===== config.mk =====
export PLATFORM = sky130hd
export DESIGN_NAME = ff_regfile_mp
export DESIGN_NICKNAME = d
export VERILOG_FILES = /design/src/rtl/ff_regfile_mp.sv
export SDC_FILE = /design/constraint.sdc
export NUM_CORES = 2
export LEC_CHECK = 0
export ABC_CLOCK_PERIOD_IN_PS = 1600
export BUFFER_PORTS_ARGS = -buffer_cell sky130_fd_sc_hd__buf_2
export CAP_MARGIN = 20
export CORE_MARGIN = 2
export CORE_UTILIZATION = 50
export CTS_CLUSTER_SIZE = 25
export DETAILED_ROUTE_END_ITERATION = 6
export PLACE_DENSITY = 0.73
export SETUP_SLACK_MARGIN = 0.1
export SYNTH_ARGS = -nofsm -noshare
export SYNTH_HDL_FRONTEND = slang
export SYNTH_SLANG_ARGS = --single-unit

===== constraint.sdc =====
create_clock -name clk -period 1.6 [get_ports clk]
set_input_delay 0.32 -clock clk [delete_from_list [all_inputs] [get_ports clk]]
set_output_delay 0.32 -clock clk [all_outputs]
set_load 0.05 [all_outputs]

===== src/rtl/ff_regfile_mp.sv =====
// Multi-port flip-flop register file with byte-enable writes, per-byte write priority,
// synchronous clear, optional registered read stage with bypass and sticky range error.
module ff_regfile_mp #(
  parameter int WIDTH    = 32,
  parameter int DEPTH    = 16,
  parameter int NRD      = 2,
  parameter int NWR      = 2,
  parameter int READ_LAT = 1,
  parameter int BYPASS   = 1,
  localparam int AW      = $clog2(DEPTH),
  localparam int NB      = WIDTH / 8
) (
  input  logic                 clk,
  input  logic                 rst_n,
  input  logic                 clr,
  input  logic [NWR-1:0]       wr_en,
  input  logic [NWR*AW-1:0]    wr_addr,
  input  logic [NWR*WIDTH-1:0] wr_data,
  input  logic [NWR*NB-1:0]    wr_be,
  input  logic [NRD-1:0]       rd_en,
  input  logic [NRD*AW-1:0]    rd_addr,
  output logic [NRD*WIDTH-1:0] rd_data,
  output logic [NRD-1:0]       rd_valid,
  output logic                 addr_err
);

  logic [WIDTH-1:0] mem     [DEPTH];
  logic [WIDTH-1:0] mem_nxt [DEPTH];
  logic [WIDTH-1:0] rd_val  [NRD];
  logic [NWR-1:0]   wr_ok;
  logic [NRD-1:0]   rd_ok;
  logic             err_any;

  always_comb begin
    for (int p = 0; p < NWR; p++) wr_ok[p] = 32'(wr_addr[p*AW +: AW]) < DEPTH;
    for (int q = 0; q < NRD; q++) rd_ok[q] = 32'(rd_addr[q*AW +: AW]) < DEPTH;
    err_any = (|(wr_en & ~wr_ok)) | (|(rd_en & ~rd_ok));
  end

  // Ascending port loop: a later (higher-indexed) port overwrites earlier ones per byte.
  always_comb begin
    mem_nxt = mem;
    if (clr) begin
      for (int i = 0; i < DEPTH; i++) mem_nxt[i] = '0;
    end else begin
      for (int p = 0; p < NWR; p++) begin
        if (wr_en[p] && wr_ok[p]) begin
          for (int b = 0; b < NB; b++) begin
            if (wr_be[p*NB + b])
              mem_nxt[wr_addr[p*AW +: AW]][b*8 +: 8] = wr_data[p*WIDTH + b*8 +: 8];
          end
        end
      end
    end
  end

  always_ff @(posedge clk or negedge rst_n) begin
    if (!rst_n) begin
      for (int i = 0; i < DEPTH; i++) mem[i] <= '0;
      addr_err <= 1'b0;
    end else begin
      mem <= mem_nxt;
      if (err_any) addr_err <= 1'b1;
    end
  end

  // Bypass reads the post-edge contents, so clr and merged writes are seen in the result.
  always_comb begin
    for (int q = 0; q < NRD; q++) begin
      rd_val[q] = '0;
      if (rd_ok[q]) begin
        if (READ_LAT != 0 && BYPASS != 0) rd_val[q] = mem_nxt[rd_addr[q*AW +: AW]];
        else                              rd_val[q] = mem[rd_addr[q*AW +: AW]];
      end
    end
  end

  generate
    if (READ_LAT == 0) begin : g_comb_rd
      always_comb begin
        for (int q = 0; q < NRD; q++)
          rd_data[q*WIDTH +: WIDTH] = rd_en[q] ? rd_val[q] : '0;
        rd_valid = rd_en;
      end
    end else begin : g_reg_rd
      always_ff @(posedge clk or negedge rst_n) begin
        if (!rst_n) begin
          rd_data  <= '0;
          rd_valid <= '0;
        end else begin
          rd_valid <= rd_en;
          for (int q = 0; q < NRD; q++)
            if (rd_en[q]) rd_data[q*WIDTH +: WIDTH] <= rd_val[q];
        end
      end
    end
  endgenerate

endmodule


==> impl_metrics.toml, run 1 <==
[outcome]
status = "did not finish"
stop_stage = "global routing"
error = "[ERROR GRT-0232] Routing congestion too high. Check the congestion heatmap in the GUI."

[floorplanning]
initial_core_util_pct = 50.28
die_h_um = 279.9
io_pins = 162
die_x_um = 279.9
num_rows = 101

[clock_tree]
cts_made_buffers = 73
clockRootBuffer = "clkbuf_16"
cts_buffer_depth = 3
htree_levels = 3
cts_sinks = 578

[grt]
grt_max_degree = 71
overflow = 79
globalRouteTotalUtil_pct = 83.34

[synth]
synthesis.nets = 4787
syn_inst = 4692
netlist_area_mm2 = 0.03806
ys_warn_count = 0
seq_area_frac_synth_pct = 38.00
ys_ff_latch = 578
synth_edf_count = 0
synth.distinct_cells = 85
ys.flop_type = "dfrtp_1"
avgSynthCellArea_um2 = 8.112
synthArstFlopShare_pct = 100.0

[timing]
worst-ep-kind = "sequential cell input"
postGrtWorstEndpoint = "rd_data[0]$_DFFE_PN0P_/D"

[placement]
place_ws_ns = -1.710
portBuffers = 160
gp_congestion = 1.216
dp_hpwl_um = 211100
[per-stage QoR]
step                cell area, µm²  cells
floorplan                    40430   4692
global placement             56240   7275
detailed placement           56240   7275
CTS                          61580   7493
[cell usage after synthesis, types with 29 or more instances]
library cell | n | area (µm²)
a211o_1 | 32 | 280.3
a211oi_1 | 80 | 600.6
a21boi_0 | 31 | 232.7
a21oi_1 | 164 | 820.8
a221o_1 | 82 | 820.8
a221oi_1 | 251 | 2198
a22oi_1 | 46 | 345.3
a311oi_1 | 56 | 490.5
a31oi_1 | 85 | 531.8
and2_1 | 145 | 907.1
and3_1 | 60 | 375.4
buf_1 | 29 | 108.9
buf_2 | 75 | 375.4
clkbuf_1 | 367 | 1378
dfrtp_1 | 578 | 14460
inv_1 | 67 | 251.5
mux2i_1 | 54 | 540.5
nand2_1 | 402 | 1509
nand3_1 | 101 | 505.5
nor2_1 | 623 | 2338
nor3_1 | 341 | 1707
o211ai_1 | 47 | 352.8
o21ai_0 | 295 | 1476
o221ai_1 | 64 | 560.5
o22ai_1 | 133 | 832.1
o31ai_1 | 86 | 645.6
[per-layer routing]
layer,global-route usage [%],overflow
met5,53.60,1
met4,79.86,38
met3,74.18,2
met2,94.12,35
met1,84.07,3
[timing repair]
action | 4_1_cts
hold endpoints to repair | 249
endpoints found under the setup margin | 403
hold buffers | 1
setup buffers | 90
resized for setup | 429
cloned | 4
pin swaps | 158
[cell families after synthesis]
group	after synthesis	synth area share (%)
AND/OR/NAND/NOR	1860	23.38
buffers and inverters	564	5.993
multiplexers	61	1.627
AO/OA/AOI/OAI	1628	30.99
other	1	0.009852
flip-flops	578	38.00
==> inputs of run 2 (changes only) <==
==> config.mk (replaced) <==
export PLATFORM = sky130hd
export DESIGN_NAME = ff_regfile_mp
export DESIGN_NICKNAME = d
export VERILOG_FILES = /design/src/rtl/ff_regfile_mp.sv
export SDC_FILE = /design/constraint.sdc
export NUM_CORES = 2
export LEC_CHECK = 0
export ABC_CLOCK_PERIOD_IN_PS = 2100
export BUFFER_PORTS_ARGS = -buffer_cell sky130_fd_sc_hd__buf_2
export CAP_MARGIN = 20
export CORE_MARGIN = 2
export CORE_UTILIZATION = 35
export DETAILED_ROUTE_END_ITERATION = 6
export PLACE_DENSITY_LB_ADDON = 0.15
export SYNTH_ARGS = -nofsm -noshare
export SYNTH_HDL_FRONTEND = slang
export SYNTH_SLANG_ARGS = --single-unit
==> constraint.sdc (replaced) <==
create_clock -name clk -period 2.1 [get_ports clk]
set_input_delay 0.42 -clock clk [delete_from_list [all_inputs] [get_ports clk]]
set_output_delay 0.42 -clock clk [all_outputs]
set_load 0.05 [all_outputs]
==> run 2 against run 1 <==
Area after synthesis did not move. The flow now finishes, with violations (design-rule violations, negative setup slack). Synthesized cell count did not move.
==> impl_metrics.toml, run 2 <==
[synth]
synth_edf_count = 0
synthArstFlopShare_pct = 100.0
ys_warn_count = 0
synth_area_leaders = "dfrtp_1 (38%), nor2_1 (6.1%), a221oi_1 (5.8%), nor3_1 (4.5%), nand2_1 (4.0%)"
synth_most_common_cell = "nor2_1"
synth_largest_area_cell = "dfrtp_1"
syn_inst = 4692
seq_area_frac_synth_pct = 38.00
synthesis.nets = 4787
ys.flop_type = "dfrtp_1"
synth.distinct_cells = 85
synthTopCellsByCount = "nor2_1 (623), dfrtp_1 (578), nand2_1 (402)"
synth_top_area_share_pct = 38.00
avgSynthCellArea_um2 = 8.112
ys_ff_latch = 578
netlist_area_mm2 = 0.03806

[floorplanning]
initial_core_util_pct = 35.41
num_rows = 120
die_h_um = 333.8
die_area_mm2 = 0.1114
core_area_mm2 = 0.1075
io_pins = 162
die_x_um = 333.8

[grt]
globalRouteTotalUtil_pct = 53.11
overflow = 0
grt_pass1_vias = 51569
antenna_found_initial = 21
grt_first_pass_wirelength_um = 414600
grt_max_degree = 59

[clock_tree]
cts_made_buffers = 76
cts_sinks = 578
cts_buffer_depth = 3
cts.clk_slew.worst_paths_ns = 0.06
htree_levels = 3
clockRootBuffer = "clkbuf_16"
clk_latency_ns = 0.70
cts_tree = "done"

[critical_path]
slowest_delay_ns = 0.30
cp_cell_sequence = "buf_12 -> buf_12 -> buf_12 -> nor4b_4 -> buf_4 -> buf_8 -> buf_12 -> nand2_4 -> a311o_1 -> buf_4 -> a221oi_4 -> o221ai_2 -> o32ai_2 -> a21o_1"
worstPathArrival_ns = 2.84
r2r_cells = 8
path_max_fanout = 8
critPathLaunchType = "input pin"
path_delay_family = "compound AO/OA/AOI/OAI gates"
crit_buf_inv = 7
path_common_cell = "buf_12"
path_class = "input pin to register"
critPathSlowestCell = "o32ai_2"
path_depth = 14
cp_data_required_time_ns = 2.73
cp-end-kind = "register"

[finish]
layout_common_cells = "buf_4 (1888), dfrtp_1 (578), nor2_1 (570)"
area_delta_synth_final_pct = 70.60
largest_register = "mem"
nets = 6733
drive_gt1_share_pct = 46.77
largest_reg_flops = 512
largestRegisters = "mem x512, rd_data x64, rd_valid x2"
final_common_cell = "buf_4"

[timing]
setup_ws_ns = -0.1068
hold_viol = 0
fin_crit_ns = 2.207
tns_ns = -1.011
finalSetupViolCount = 27
rsz0062_at_grt = "yes"
finalMaxSlewViolations = 0
finalCritPeriodShare_pct = 105.1
relSlewSlack_pct = 30.46
fin_skew_ns = 0.02221
worst-slew-pin-transition_ns = 1.039
max_freq_ghz = 0.4531

[placement]
portBuffers = 160
gp_congestion = 1.139
place_ws_ns = -1.268
dp_hpwl_um = 236700

[hold_path]
hp-class = "input pin to register"
hold_depth = 2

[detailed_routing]
drt_iter0_drc = 8762
routedWlPerCell_um = 38.01
drc_errors = 11
firstDrtPassIters = 7
wirelength_um = 308400
num_vias = 55077
viasPerCell = 6.789
detail-route-antenna-nets = 0

[pwr]
p_per_area_mw_per_mm2 = 542.2
max-vdd-ir-drop_mv = 0.6052
p_leak_nw = 29.57

[outcome]
violations = "design-rule violations, negative setup slack"
status = "finished, violations left"

[job]
cap_violations = 0
## run 2: path summary, 6_finish.rpt
| kind | startpoint | to | slack, ns |
|---|---|---|---|
| setup reg to reg | mem[408] | rd_data[56] | 0.23 |
| min in group asynchronous | rst_n | mem[69] | 0.23 |
| setup / recovery | wr_addr[0] | rd_data[7] | -0.11 |
| max in group asynchronous | rst_n | rd_data[47] | 0.94 |
| hold / removal | rd_en[1] | rd_valid[1] | 0.13 |
| hold reg to reg | rd_data[9] | rd_data[9] | 0.49 |
## run 2: worst register-to-register path: stages, from the launching register on
cell and delay, ns:
dfrtp_1 0.39, o21ai_0 0.08, buf_4 0.13, a311oi_2 0.15, o2bb2ai_2 0.19, a2111oi_4 0.34
buf_4 0.21, a211oi_1 0.05, a211o_1 0.23
## run 2: cell families after synthesis
group	after synthesis	share of synthesized area (%)
flip-flops	578	38.00
AO/OA/AOI/OAI	1628	30.99
buffers and inverters	564	5.993
other	1	0.009852
multiplexers	61	1.627
AND/OR/NAND/NOR	1860	23.38
## run 2: cell type report
type	instances	area, µm²
Clock buffer	110	2222
Multi-Input combinational cell	3550	25120
Sequential cell	578	14460
Timing Repair Buffer	2358	20820
Antenna cell	17	42.54
Inverter	74	286.5
Tap cell	1403	1755
Fill cell	9671	42570
Clock inverter	23	221.5
## run 2: report_power, final
| part | internal (mW) | switching, mW | leakage, nW |
|---|---|---|---|
| clock | 7.70 | 5.98 | 1.21 |
| combinational | 3.54 | 6.23 | 20.4 |
| sequential | 11.5 | 0.278 | 7.96 |
## run 2: through the flow
stage                     util (%)  power, mW  instances  area [µm²]  hold WS, ns
final                        60.40      35.20       8113       64930       0.1251
after global routing         60.36      35.52       8096       64890       0.1089
after CTS                    57.67      34.17       8032       62000      0.09294
after detailed placement     54.05      20.50       7864       58100       0.3527
after global placement       54.05      20.49       7864       58100       0.3481
after floorplan                  -      14.98       4692       39230       0.1244
## run 2: timing repair
action	in CTS	in global routing
endpoints found under the hold margin	72	0
hold buffers	1	0
setup endpoints to repair	64	64
gates cloned	3	6
resized for setup	240	468
pin swaps	61	170
buffers inserted	33	61
## run 2: per-layer routing
metal  track usage [%]  part of all wire [%]
met4             39.75                   9.5
met3             20.18                    15
met5                 0                 0.041
met1             66.86                    36
met2             73.28                    39
Power figures use the tool's default switching activity.
